$ cat src/rtl/efuse_pkg.sv
// Shared eFuse subsystem definitions: array geometry and the read-sequencer state encoding.
package efuse_pkg;

  localparam int EFUSE_ADDR_W = 5;
  localparam int EFUSE_BITS   = 32;

  typedef enum logic [2:0] {
    ST_IDLE   = 3'd0,
    ST_SETUP  = 3'd1,
    ST_STROBE = 3'd2,
    ST_HOLD   = 3'd3,
    ST_FIN    = 3'd4
  } efuse_state_e;

endpackage

$ cat src/rtl/efuse_tick_det.sv
// Turns the divided-clock level into a one-clk tick on each of its rising edges.
module efuse_tick_det (
  input  logic clk,
  input  logic rst_n,
  input  logic clk_div,
  output logic tick
);

  logic clk_div_d;

  // Reset to 1 so a high clk_div at reset release does not look like an edge.
  always_ff @(posedge clk or negedge rst_n) begin
    if (!rst_n) clk_div_d <= 1'b1;
    else        clk_div_d <= clk_div;
  end

  assign tick = clk_div & ~clk_div_d;

endmodule

$ cat src/rtl/efuse_rd_ctrl.sv
// Serial eFuse read sequencer: walks every fuse bit through SETUP/STROBE/HOLD on
// divided-clock ticks and gathers the results into a shadow register.
module efuse_rd_ctrl
  import efuse_pkg::*;
#(
  parameter int ADDR_W       = EFUSE_ADDR_W,
  parameter int DATA_W       = EFUSE_BITS,
  parameter int STROBE_TICKS = 2
) (
  input  logic              clk,
  input  logic              rst_n,
  input  logic              clk_div,
  input  logic              start,
  output logic              busy,
  output logic              done,
  output logic              valid,
  output logic [DATA_W-1:0] data_out,
  output logic              efuse_csb,
  output logic              efuse_load,
  output logic              efuse_strobe,
  output logic [ADDR_W-1:0] efuse_addr,
  input  logic              efuse_dout
);

  localparam logic [3:0]        STROBE_LAST = 4'(STROBE_TICKS - 1);
  localparam logic [ADDR_W-1:0] ADDR_LAST   = ADDR_W'(DATA_W - 1);

  logic tick;

  efuse_state_e      state_q, state_d;
  logic              busy_q, busy_d;
  logic              done_q, done_d;
  logic              valid_q, valid_d;
  logic [DATA_W-1:0] data_q, data_d;
  logic              csb_q, csb_d;
  logic              load_q, load_d;
  logic              strobe_q, strobe_d;
  logic [ADDR_W-1:0] addr_q, addr_d;
  logic [3:0]        scnt_q, scnt_d;

  efuse_tick_det u_tick_det (
    .clk     (clk),
    .rst_n   (rst_n),
    .clk_div (clk_div),
    .tick    (tick)
  );

  always_ff @(posedge clk or negedge rst_n) begin
    if (!rst_n) begin
      state_q  <= ST_IDLE;
      busy_q   <= 1'b0;
      done_q   <= 1'b0;
      valid_q  <= 1'b0;
      data_q   <= '0;
      csb_q    <= 1'b1;
      load_q   <= 1'b0;
      strobe_q <= 1'b0;
      addr_q   <= '0;
      scnt_q   <= '0;
    end else begin
      state_q  <= state_d;
      busy_q   <= busy_d;
      done_q   <= done_d;
      valid_q  <= valid_d;
      data_q   <= data_d;
      csb_q    <= csb_d;
      load_q   <= load_d;
      strobe_q <= strobe_d;
      addr_q   <= addr_d;
      scnt_q   <= scnt_d;
    end
  end

  // Only IDLE and FIN act without a tick; a stalled clk_div freezes the sequence.
  always_comb begin
    state_d  = state_q;
    busy_d   = busy_q;
    done_d   = 1'b0;
    valid_d  = valid_q;
    data_d   = data_q;
    csb_d    = csb_q;
    load_d   = load_q;
    strobe_d = strobe_q;
    addr_d   = addr_q;
    scnt_d   = scnt_q;

    unique case (state_q)
      ST_IDLE: begin
        if (start) begin
          state_d = ST_SETUP;
          busy_d  = 1'b1;
          valid_d = 1'b0;
          addr_d  = '0;
          csb_d   = 1'b0;
          load_d  = 1'b1;
        end
      end
      ST_SETUP: begin
        if (tick) begin
          state_d  = ST_STROBE;
          strobe_d = 1'b1;
          scnt_d   = '0;
        end
      end
      ST_STROBE: begin
        if (tick) begin
          if (scnt_q == STROBE_LAST) begin
            data_d[addr_q] = efuse_dout;
            strobe_d       = 1'b0;
            state_d        = ST_HOLD;
          end else begin
            scnt_d = scnt_q + 4'd1;
          end
        end
      end
      ST_HOLD: begin
        if (tick) begin
          if (addr_q == ADDR_LAST) begin
            state_d = ST_FIN;
          end else begin
            addr_d  = addr_q + 1'b1;
            state_d = ST_SETUP;
          end
        end
      end
      ST_FIN: begin
        csb_d   = 1'b1;
        load_d  = 1'b0;
        addr_d  = '0;
        busy_d  = 1'b0;
        valid_d = 1'b1;
        done_d  = 1'b1;
        state_d = ST_IDLE;
      end
      default: state_d = ST_IDLE;
    endcase
  end

  assign busy         = busy_q;
  assign done         = done_q;
  assign valid        = valid_q;
  assign data_out     = data_q;
  assign efuse_csb    = csb_q;
  assign efuse_load   = load_q;
  assign efuse_strobe = strobe_q;
  assign efuse_addr   = addr_q;

endmodule

$ cat config.mk
export PLATFORM = sky130hd
export DESIGN_NAME = efuse_rd_ctrl
export DESIGN_NICKNAME = d
export VERILOG_FILES = /design/src/rtl/efuse_pkg.sv /design/src/rtl/efuse_tick_det.sv /design/src/rtl/efuse_rd_ctrl.sv
export SDC_FILE = /design/constraint.sdc
export NUM_CORES = 1
export LEC_CHECK = 0
export ABC_AREA = 1
export CAP_MARGIN = 10
export CORE_MARGIN = 3
export CORE_UTILIZATION = 40
export CTS_CLUSTER_SIZE = 24
export DETAILED_ROUTE_END_ITERATION = 12
export PLACE_DENSITY = 0.64
export SYNTH_ARGS = -nofsm -noshare
export SYNTH_HDL_FRONTEND = slang
export SYNTH_SLANG_ARGS = --single-unit
$ cat constraint.sdc
create_clock -name clk -period 2.13 [get_ports clk]
set_input_delay 0.426 -clock clk [delete_from_list [all_inputs] [get_ports clk]]
set_output_delay 0.426 -clock clk [all_outputs]
set_load 0.05 [all_outputs]
==> Yosys cells after proc, flatten, opt, wreduce, memory -nomap -nowiden <==
Index checks and enable logic that the tools add are counted.
{ "totals": {"wordCells": 67, "regBits": 50, "out_inout_bits": 43} }
{ "op_classes": {"order_cmp": 2, "add_sub_neg": 2, "bitwise": 2, "n_eq_ne": 13, "reduce_logical": 11, "mux": 27} }
{ "ops": {"columns": ["cell", "n"], "rows": [
  ["bitwise mux 32 bit", 1],
  ["two-way mux 3 bit", 6],
  ["two-way mux 5 bit", 3],
  ["one-hot mux 5 bit (3 select lines)", 1],
  ["inequality test 2 bit, second input constant", 7],
  ["two-way mux 4 bit", 3],
  ["one-hot mux 3 bit (4 select lines)", 1],
  ["AND reduction 4 bit", 3],
  ["one-hot mux 4 bit (2 select lines)", 1],
  ["two-way mux 1 bit", 7],
  ["== test 3 x 2 -> 1 bit, second input constant", 2],
  ["less-than comparator 5 x 6 -> 1 bit, second input constant", 1],
  ["one-hot mux 1 bit (2 select lines)", 3],
  ["adder 5 x 1 -> 5 bit, second input constant", 1],
  ["demux 1 bit (select 5 bit)", 1],
  ["== test 5 bit, second input constant", 1],
  [">= comparator 5 x 1 -> 1 bit, second input constant", 1],
  ["AND reduction 5 bit", 1],
  ["adder 4 x 1 -> 4 bit, second input constant", 1],
  ["== test 4 x 1 -> 1 bit, second input constant", 1],
  ["nonzero test 2 bit", 2],
  ["== test 3 x 1 -> 1 bit, second input constant", 1],
  ["== test 3 bit, second input constant", 1],
  ["zero test 3 bit", 1],
  ["6 further kinds", 6]
]} }

==> Longest topological paths before layout <==
Gate-level depths: netlist of the first run.
{ "logic_depth": {"word_depth": 5, "ltp_mapped": 11, "mapped_depth_nobuf": 10} }

==> Hierarchy <==
From an unflattened synthesis of the first run, not the netlist that was laid out.
{ "unflattened": {"hier_cells": 341, "area_unflattened_um2": 2590.0} }
{ "modules_own_cells": {"columns": ["module", "cells_per_inst", "n_inst", "seq_area_each_um2", "area_per_inst_um2"], "rows": [
  ["efuse_rd_ctrl", 338, 1, 1227.4, 2553.7],
  ["efuse_tick_det", 3, 1, 26.3, 36.3]
]} }

==> Least setup slack after synthesis of the first run <==
Ideal clock, no wire load.
{ "synth_path": {"path_kind": "reg2reg", "start": "register addr_q[3], in the netlist efuse_addr[3]", "end": "register addr_q[4], in the netlist efuse_addr[4]", "setup_time_ns": 0.077, "path_stages_with_launch": 11, "slack_ns": 0.361, "t_arrival_ns": 1.692, "required_ns": 2.053, "path_cell_list": "dfrtp_1 > clkbuf_1 > inv_1 > nor2_1 > ha_1 > inv_1 > nand2_1 > nand2_1 > nand3_2 > nand2_1 > o21ai_1"} }
{ "synth_via": {"elab_chain_cells": 4, "elab_cells_between_ends": 7, "classes_between": "1 x add/sub; 2 x eq/ne; 3 x mux; 1 x reduce/logical"} }
{ "synth_rtl": {"columns": ["element", "line_no", "rtl"], "rows": [
  ["start, declared", "efuse_rd_ctrl.sv:38", "logic [ADDR_W-1:0] addr_q, addr_d;"],
  ["start signal, assigned", "efuse_rd_ctrl.sv:69", "addr_q <= addr_d;"],
  ["adder 5 x 1 -> 5 bit", "efuse_rd_ctrl.sv:121", "addr_d = addr_q + 1'b1;"],
  ["two-way mux 5 bit", "efuse_rd_ctrl.sv:118", "if (addr_q == ADDR_LAST) begin"],
  ["two-way mux 5 bit", "efuse_rd_ctrl.sv:117", "if (tick) begin"],
  ["one-hot mux 5 bit (3 select lines)", "efuse_rd_ctrl.sv:87", "unique case (state_q)"]
]} }
Parallel ways exist; a longest one is shown, timed or not. The select of a mux whose other input is x is not followed.
A chain may end at the register's enable or synchronous reset.

==> Worst setup path in the final report of the first run <==
{ "layout_path": {"start": "register csb_q, in the netlist efuse_csb", "end": "output efuse_csb"} }
{ "layout_lines": {"columns": ["element", "line_no", "rtl"], "rows": [
  ["start, declared", "efuse_rd_ctrl.sv:35", "logic csb_q, csb_d;"],
  ["start signal, assigned", "efuse_rd_ctrl.sv:66", "csb_q <= csb_d;"],
  ["end, declared", "efuse_rd_ctrl.sv:18", "output logic efuse_csb,"]
]} }
No word-level cell between the ends.

==> summary.md, run 1 <==
| Metric | Value |
|---|---|
| CP max stage cell | clkdlybuf4s50_1 |
| Syn Inst Count | 340 |
| RSZ-0062 raised after global routing | no |
| Clock skew | 0.00273 ns |
| Synthesized area | 2640 um2 |
| Cell Chain, Critical Path | clkdlybuf4s50_1 |
| Initial antenna violation count | 0 |
| Combinational Power Share | 28.1% |
| Diode count | 0 |
| #FFs+latches synth | 50 |
| Total GRT Usage | 16.6% |
| Final ANT Viol Nets | 0 |
| Seq pwr share | 46.5% |
| Crit path required time | 1.70 ns |
| P_leak | 1.53 nW |
| Vias per inst | 4.90 |
| Most frequent cells in the layout | nand2_1, dfrtp_1, nor2_1, clkdlybuf4s50_1, nand3_1 |
| Cts bufs inserted | 5 |
| Row cnt | 28 |
| RD Place Congestion | 0.769 |
| Slew Limit Fails | 0 |
| CP startpoint | efuse_csb$_DFFE_PN1P_ |
| Maximum vdd drop | 0.375 mV |
| Die height | 87.2 um |
| Max Cap Viol | 0 |
| Slew HR | 57.8% |
| Clk buf depth | 2 |
| Commonest non-fill, non-tap cell in the layout | nand2_1 |
| Filler cells | 572 |
| Setup CP Type | flop to output port |
| Yosys cell types | 24 |
| CP Capture Type | output port |
| Register clock-pin slew on the reported worst setup and hold paths | 0.09 ns |
| H-tree Lvls | 2 |
| Worst Slack Setup Final | 0.0612 ns |
| Min cycle time layout | 2.07 ns |
| Die width | 87.2 um |
| Clock sink count | 50 |
| Worst-Margin Slew | 0.633 ns |
| Type of origin of the critical path | flop |
| DR vias | 2257 |
| Clock share of power | 25.4% |
| IO buf count | 47 |
| Resized Gates After CTS | 0 |
| CTS tree | built |
| Total grt overflow | 0 |
| Status | finished clean |
| Max Clock Freq | 0.483 GHz |
| Multi-input logic area | 1190 um2 |
| Yosys warns | 0 |
| Post-synth net total | 352 |
| CTS Root Buffer Type | clkbuf_8 |
| Power Internal | 0.00143 W |
| Hold_buf cts | 0 |
| Post-detail-place hpwl | 3.96 mm |
| Final Hold Fails | 0 |
| Critical Path Max Stage Delay | 0.80 ns |
| Placement Setup Slack | 0.273 ns |
| Worst Hold Class | primary input to asynchronous set/reset pin |
| Die Area | 7600 um2 |
| FF+latch area | 1250 um2 |
| Initial Utilization | 43.0% |
| Avg WL per Cell | 12.3 um |
| Fraction of final layout cells with drive strength greater than 1 | 9.59% |
| # IOs | 48 |
| Non-Filler Instances | 461 |
| # DRC | 0 |
| Inst Count DP | 453 |
| Period utilization | 97.1% |
| Setup TNS Final | 0 ns |
| Syn avg cell area | 7.75 um2 |
| Vias in the first global route | 2177 |
| Crit path arrival time | 1.64 ns |
| DRT Wirelength | 5.65 mm |
| Postcts setup bufs | 0 |
| R2R Path Start | efuse_addr[0]$_DFFE_PN0P_ |
| First-pass GRT wire length | 9.96 mm |
| Crit path max-delay family | buffers and inverters |
| Share of the yosys chip area belonging to registers | 47.6% |
| Sw power | 0.000842 W |
| Clk Latency, worst-skew pair | 0.30 ns |
| Crit path buf inv count | 1 |
| DR iter-0 viols | 96 |
| Fin nets | 397 |
| Drt pass-1 iters | 6 |
| Pwr per Cell Area | 704 nW/um2 |
| Layout area overhead | 22.5% |
| Largest net degree at the start of global routing | 51 |
| Setup Viol. Count Final | 0 |
| CORE AREA | 6130 um2 |
| Critical-path maximum fanout | 2 |
| Switching share of power | 37.0% |
registers in the layout, summed over array words and instances (netlist names), 3 cells and up:
signal	cells
scnt_q	4
efuse_addr	5
state_q	3
data_out	32
cell usage after synthesis:
master    instances  area, um2
a21oi_1           1       5.00
a21oi_2           1       8.76
a31oi_1           1       6.26
buf_2             3       15.0
buf_4             1       7.51
buf_6             5       56.3
buf_8             1       15.0
clkbuf_1          3       11.3
clkinv_1          1       3.75
dfrtp_1          48       1200
dfstp_2           2       52.6
ha_1              7       87.6
inv_1            19       71.3
inv_2             4       15.0
nand2_1         135        507
nand2_2           1       6.26
nand3_1          37        185
nand3_2          12        120
nor2_1           43        161
nor2_4            2       22.5
nor3_1            1       5.00
o21ai_0           4       20.0
o21ai_1           5       25.0
xor2_1            3       26.3
layer usage:
layer	routed length, um	up-vias	share of wire, %	track usage, %
li1	-	1153	-	-
met3	228	7	4.0	3.41
met5	0	-	0	0
met1	2670	1052	47	22.1
met2	2680	45	47	27.1
met4	76	0	1.3	5.02
cell families (layout without fill, tap and decap cells):
family                     after synthesis  count (layout)  share of synthesized area [%]
buffers and inverters                   37              83                           7.41
AOI/OAI and AO/OA                       12              12                           2.47
DFF                                     50              50                           47.6
adders and majority gates                7               7                           3.32
and+or+nand+nor                        231             231                           38.2
xor gates and xnor gates                 3               3                          0.997
metrics by stage:
stage	power (W)	area [um2]	hold slack, ns	util [%]
2_1_floorplan	0.00152	2640	0.130	-
3_3_place_gp	0.00171	3140	0.456	51.2
3_5_place_dp	0.00171	3140	0.460	51.2
4_1_cts	0.00230	3230	0.242	52.7
5_1_grt	0.00242	3230	0.289	52.7
6_report	0.00227	3230	0.220	52.7
power by group through the flow:
stage / logic, W / clock network, W / registers [W]
after floorplan: 0.000383 / 0 / 0.00114
after global placement: 0.000630 / 0 / 0.00108
after detailed placement: 0.000640 / 0 / 0.00107
after global routing: 0.000713 / 0.000637 / 0.00107
final: 0.000639 / 0.000577 / 0.00106
after CTS: 0.000643 / 0.000605 / 0.00106
final timing paths:
path / endpoint / slack [ns] / cells after the start
worst min register to register: efuse_csb$_DFFE_PN1P_ / 0.47 / 2
max in group asynchronous: data_out[24]$_DFFE_PN0P_ / 1.49 / 2
worst min-delay path: valid$_DFFE_PN0P_ / 0.22 / 2
worst max-delay path: efuse_csb / 0.06 / 1
worst max register to register: efuse_addr[0]$_DFFE_PN0P_ / 0.47 / 10
min in group clk: efuse_csb$_DFFE_PN1P_ / 0.47 / 2
final cells by class:
cell class	instances	share of cell area, %
Inverter	24	2.79
Clock inverter	1	0.155
Sequential cell	50	38.8
Clock buffer	7	2.67
Timing Repair Buffer	51	15.9
Tap cell	75	2.91
Multi-Input combinational cell	253	36.7
Power figures use the tool's default switching activity.
==> inputs of run 2 (changes only) <==
--- a/config.mk
+++ b/config.mk
@@ -5,13 +5,13 @@
 export SDC_FILE = /design/constraint.sdc
 export NUM_CORES = 1
 export LEC_CHECK = 0
-export ABC_AREA = 1
 export CAP_MARGIN = 10
 export CORE_MARGIN = 3
 export CORE_UTILIZATION = 40
 export CTS_CLUSTER_SIZE = 24
 export DETAILED_ROUTE_END_ITERATION = 12
-export PLACE_DENSITY = 0.64
+export PLACE_DENSITY = 0.65
 export SYNTH_ARGS = -nofsm -noshare
 export SYNTH_HDL_FRONTEND = slang
 export SYNTH_SLANG_ARGS = --single-unit
+export TNS_END_PERCENT = 1
==> run 2 against run 1 <==
Global-route usage fell by 1.3 points. Worst hold slack got worse by 0.20 ns. Cell count fell by 26%. Critical path depth rose by 1. Synthesized area fell by 9.7%. Largest power group unchanged. Non-clock buffer count rose by 8. Largest cell class unchanged. Setup slack improved by 0.045 ns.
==> summary.md, run 2 <==
| Metric | Value |
|---|---|
| Commonest non-fill, non-tap cell in the layout | dfrtp_1 |
| Non-Filler Instances | 340 (-26%) |
| Switching share of power | 35.4% (-1.6 points) |
| Largest net degree at the start of global routing | 38 (-25%) |
| Commonest cells post-synth | dfrtp_1, nor2_1, mux2_2 |
| FF+latch area | 1250 um2 (unchanged) |
| Most frequent cell after synthesis | dfrtp_1 |
| CTS tree | built |
| H-tree Lvls | 2 (unchanged) |
| Die width | 83.1 um (-4.7%) |
| Synthesized area | 2380 um2 (-9.7%) |
| Max FFs per register | 32 (unchanged) |
| Postcts setup bufs | 0 (unchanged) |
| DRT Wirelength | 4.99 mm (-12%) |
| Worst-Margin Slew | 0.507 ns (-0.126 ns) |
| Fin nets | 279 (-30%) |
| Clock share of power | 25.9% (+0.5 points) |
| Total grt overflow | 0 (unchanged) |
| Pwr per Cell Area | 873 nW/um2 (+24%) |
| Clock sink count | 50 (unchanged) |
| Min cycle time layout | 2.02 ns (-0.0445 ns) |
| Period utilization | 95.0% (-2.1 points) |
| Vias in the first global route | 1761 (-19%) |
| Worst Hold Class | primary input to asynchronous set/reset pin |
| Syn Inst Count | 211 (-38%) |
| Diode count | 0 (unchanged) |
| CORE AREA | 5640 um2 (-8.0%) |
| Max Clock Freq | 0.494 GHz (+2.2%) |
| Drt pass-1 iters | 4 (-2) |
| Die height | 83.1 um (-4.7%) |
| Setup CP Type | flop to output port |
| Most frequent cells in the layout | dfrtp_1, clkdlybuf4s50_1, nor2_1, mux2_2, buf_4 |
| Inst Count DP | 332 (-27%) |
| Sw power | 0.000958 W (+14%) |
| Most area-consuming cells after synthesis | dfrtp_1, mux2_2, nor2_1 |
| #FFs+latches synth | 50 (unchanged) |
| Critical-path maximum fanout | 5 (+3) |
| P_leak | 1.42 nW (-7.2%) |
| # DRC | 0 (unchanged) |
| Crit path required time | 1.70 ns (about the same) |
| Syn avg cell area | 11.3 um2 (+45%) |
| Setup TNS Final | 0 ns (unchanged) |
| Max Cap Viol | 0 (unchanged) |
| Vias per inst | 5.07 (+3.5%) |
| Power Internal | 0.00175 W (+22%) |
| First-pass GRT wire length | 8.73 mm (-12%) |
| Fraction of final layout cells with drive strength greater than 1 | 20.1% (+11 points) |
| CP Capture Type | output port |
| Row cnt | 27 (-3.6%) |
| Top-area cell type share of the netlist area | 50.5% (+4.9 points) |
| Ys flop type | dfrtp_1 |
| Status | finished clean |
| Register clock-pin slew on the reported worst setup and hold paths | 0.10 ns (about the same) |
| Crit path arrival time | 1.60 ns (-0.04 ns) |
| Post-synth net total | 223 (-37%) |
| Setup Viol. Count Final | 0 (unchanged) |
| Avg WL per Cell | 14.7 um (+20%) |
| DR vias | 1723 (-24%) |
| Design Area, Final | 3100 um2 (-4.0%) |
| Multi-input logic area | 1060 um2 (-11%) |
| # IOs | 48 (unchanged) |
| Area leader, netlist | dfrtp_1 |
| Async S/R FF share, synth | 100% (unchanged) |
| Seq pwr share | 42.1% (-4.4 points) |
| Share of the yosys chip area belonging to registers | 52.7% (+5.1 points) |
| Hold_buf cts | 0 (unchanged) |
| Yosys cell types | 42 (+75%) |
| Maximum vdd drop | 0.383 mV (+2.3%) |
| Filler cells | 514 (-10%) |
| Final Hold Fails | 0 (unchanged) |
| Final ANT Viol Nets | 0 (unchanged) |
| Post-detail-place hpwl | 3.45 mm (-13%) |
| Slew HR | 66.1% (+8.3 points) |
| Yosys warns | 0 (unchanged) |
| RSZ-0062 raised after global routing | no |
| Post-synth EDFFs | 0 (unchanged) |
| CTS Root Buffer Type | clkbuf_8 |
| Cts bufs inserted | 5 (unchanged) |
| Type of origin of the critical path | flop |
| Clock skew | 0.00599 ns (+0.00327 ns) |
| Layout area overhead | 30.3% |
| Cell Area, Placed | 2980 um2 (-5.1%) |
| Slew Limit Fails | 0 (unchanged) |
| Initial antenna violation count | 0 (unchanged) |
| DR iter-0 viols | 61 (-36%) |
| Total GRT Usage | 15.3% (-1.3 points) |
| Total Power | 0.00271 W (+19%) |
| RD Place Congestion | 0.754 (-2.0%) |
| Clk buf depth | 2 (unchanged) |
| Combinational Power Share | 32.0% (+3.9 points) |
| Clk Latency, worst-skew pair | 0.30 ns (about the same) |
| IO buf count | 47 (unchanged) |
| Initial Utilization | 42.2% (-0.82 points) |
| Die Area | 6910 um2 (-9.1%) |
## run 2: power by group through the flow
stage / combinational, W / clock, W / sequential [W]
floorplan: 0.000504 / 0 / 0.00127
global placement: 0.000854 / 0 / 0.00115
detailed placement: 0.000860 / 0 / 0.00115
CTS: 0.000864 / 0.000720 / 0.00113
global route: 0.000959 / 0.000765 / 0.00116
finish: 0.000867 / 0.000700 / 0.00114
## run 2: worst max-delay path, cell delays in order, from the launching register on
cell and delay (ns):
dfrtp_1 0.37, buf_4 0.14, clkdlybuf4s50_1 0.79
## run 2: final cells by class
cell class                 count  share of cell area, %
timing repair buffer          59                   18.0
multi-input combinational    145                   34.2
clock inverter                 3                   1.53
clock buffer                   5                   2.22
tap                           72                   2.91
sequential                    50                   40.5
inverter                       6                  0.727
## run 2: per-layer routing
metal	vias up	wire [um]	global-route usage, %	share of wire [%]
met5	-	0	0	0
met4	0	36	4.01	0.72
met3	2	119	3.08	2.4
met2	24	2310	23.7	46
met1	848	2520	22.0	51
li1	849	-	-	-
## run 2: path summary, 6_finish.rpt
| kind | startpoint | end | slack, ns | cells past startpoint |
|---|---|---|---|---|
| setup / recovery | efuse_addr[1]$_DFFE_PN0P_ | efuse_addr[1] | 0.11 | 2 |
| min in group clk | data_out[21]$_DFFE_PN0P_ | data_out[21]$_DFFE_PN0P_ | 0.49 | 1 |
| hold reg to reg | data_out[21]$_DFFE_PN0P_ | data_out[21]$_DFFE_PN0P_ | 0.49 | 1 |
| hold / removal | rst_n | efuse_load$_DFFE_PN0P_ | 0.02 | 1 |
| setup reg to reg | efuse_addr[0]$_DFFE_PN0P_ | efuse_addr[1]$_DFFE_PN0P_ | 0.21 | 6 |
| max in group asynchronous | rst_n | data_out[5]$_DFFE_PN0P_ | 1.61 | 2 |
## run 2: logic make-up (layout without fill, tap and decap cells)
logic type	after synthesis	in the layout	synth area share [%]
multiplexers	34	34	16.0
flip-flops	50	50	52.7
buffers and inverters	16	73	3.05
adder cells (fa/ha/maj)	7	7	3.68
AND/OR/NAND/NOR	79	79	17.5
XOR/XNOR	2	2	0.737
AO/OA/AOI/OAI	23	23	6.31
## run 2: timing repair
action	CTS	global route
endpoints found under the hold margin	0	0
resized for setup	0	1
setup endpoints to repair	0	11
## run 2: metrics by stage
step                hold slack, ns  setup slack [ns]  utilization, %
floorplan                    0.130            0.0642               -
global placement             0.349            0.0358            52.8
detailed placement           0.357            0.0319            52.8
CTS                         0.0188            0.0906            54.8
global route                0.0370            0.0343            54.9
finish                      0.0186             0.106            54.9
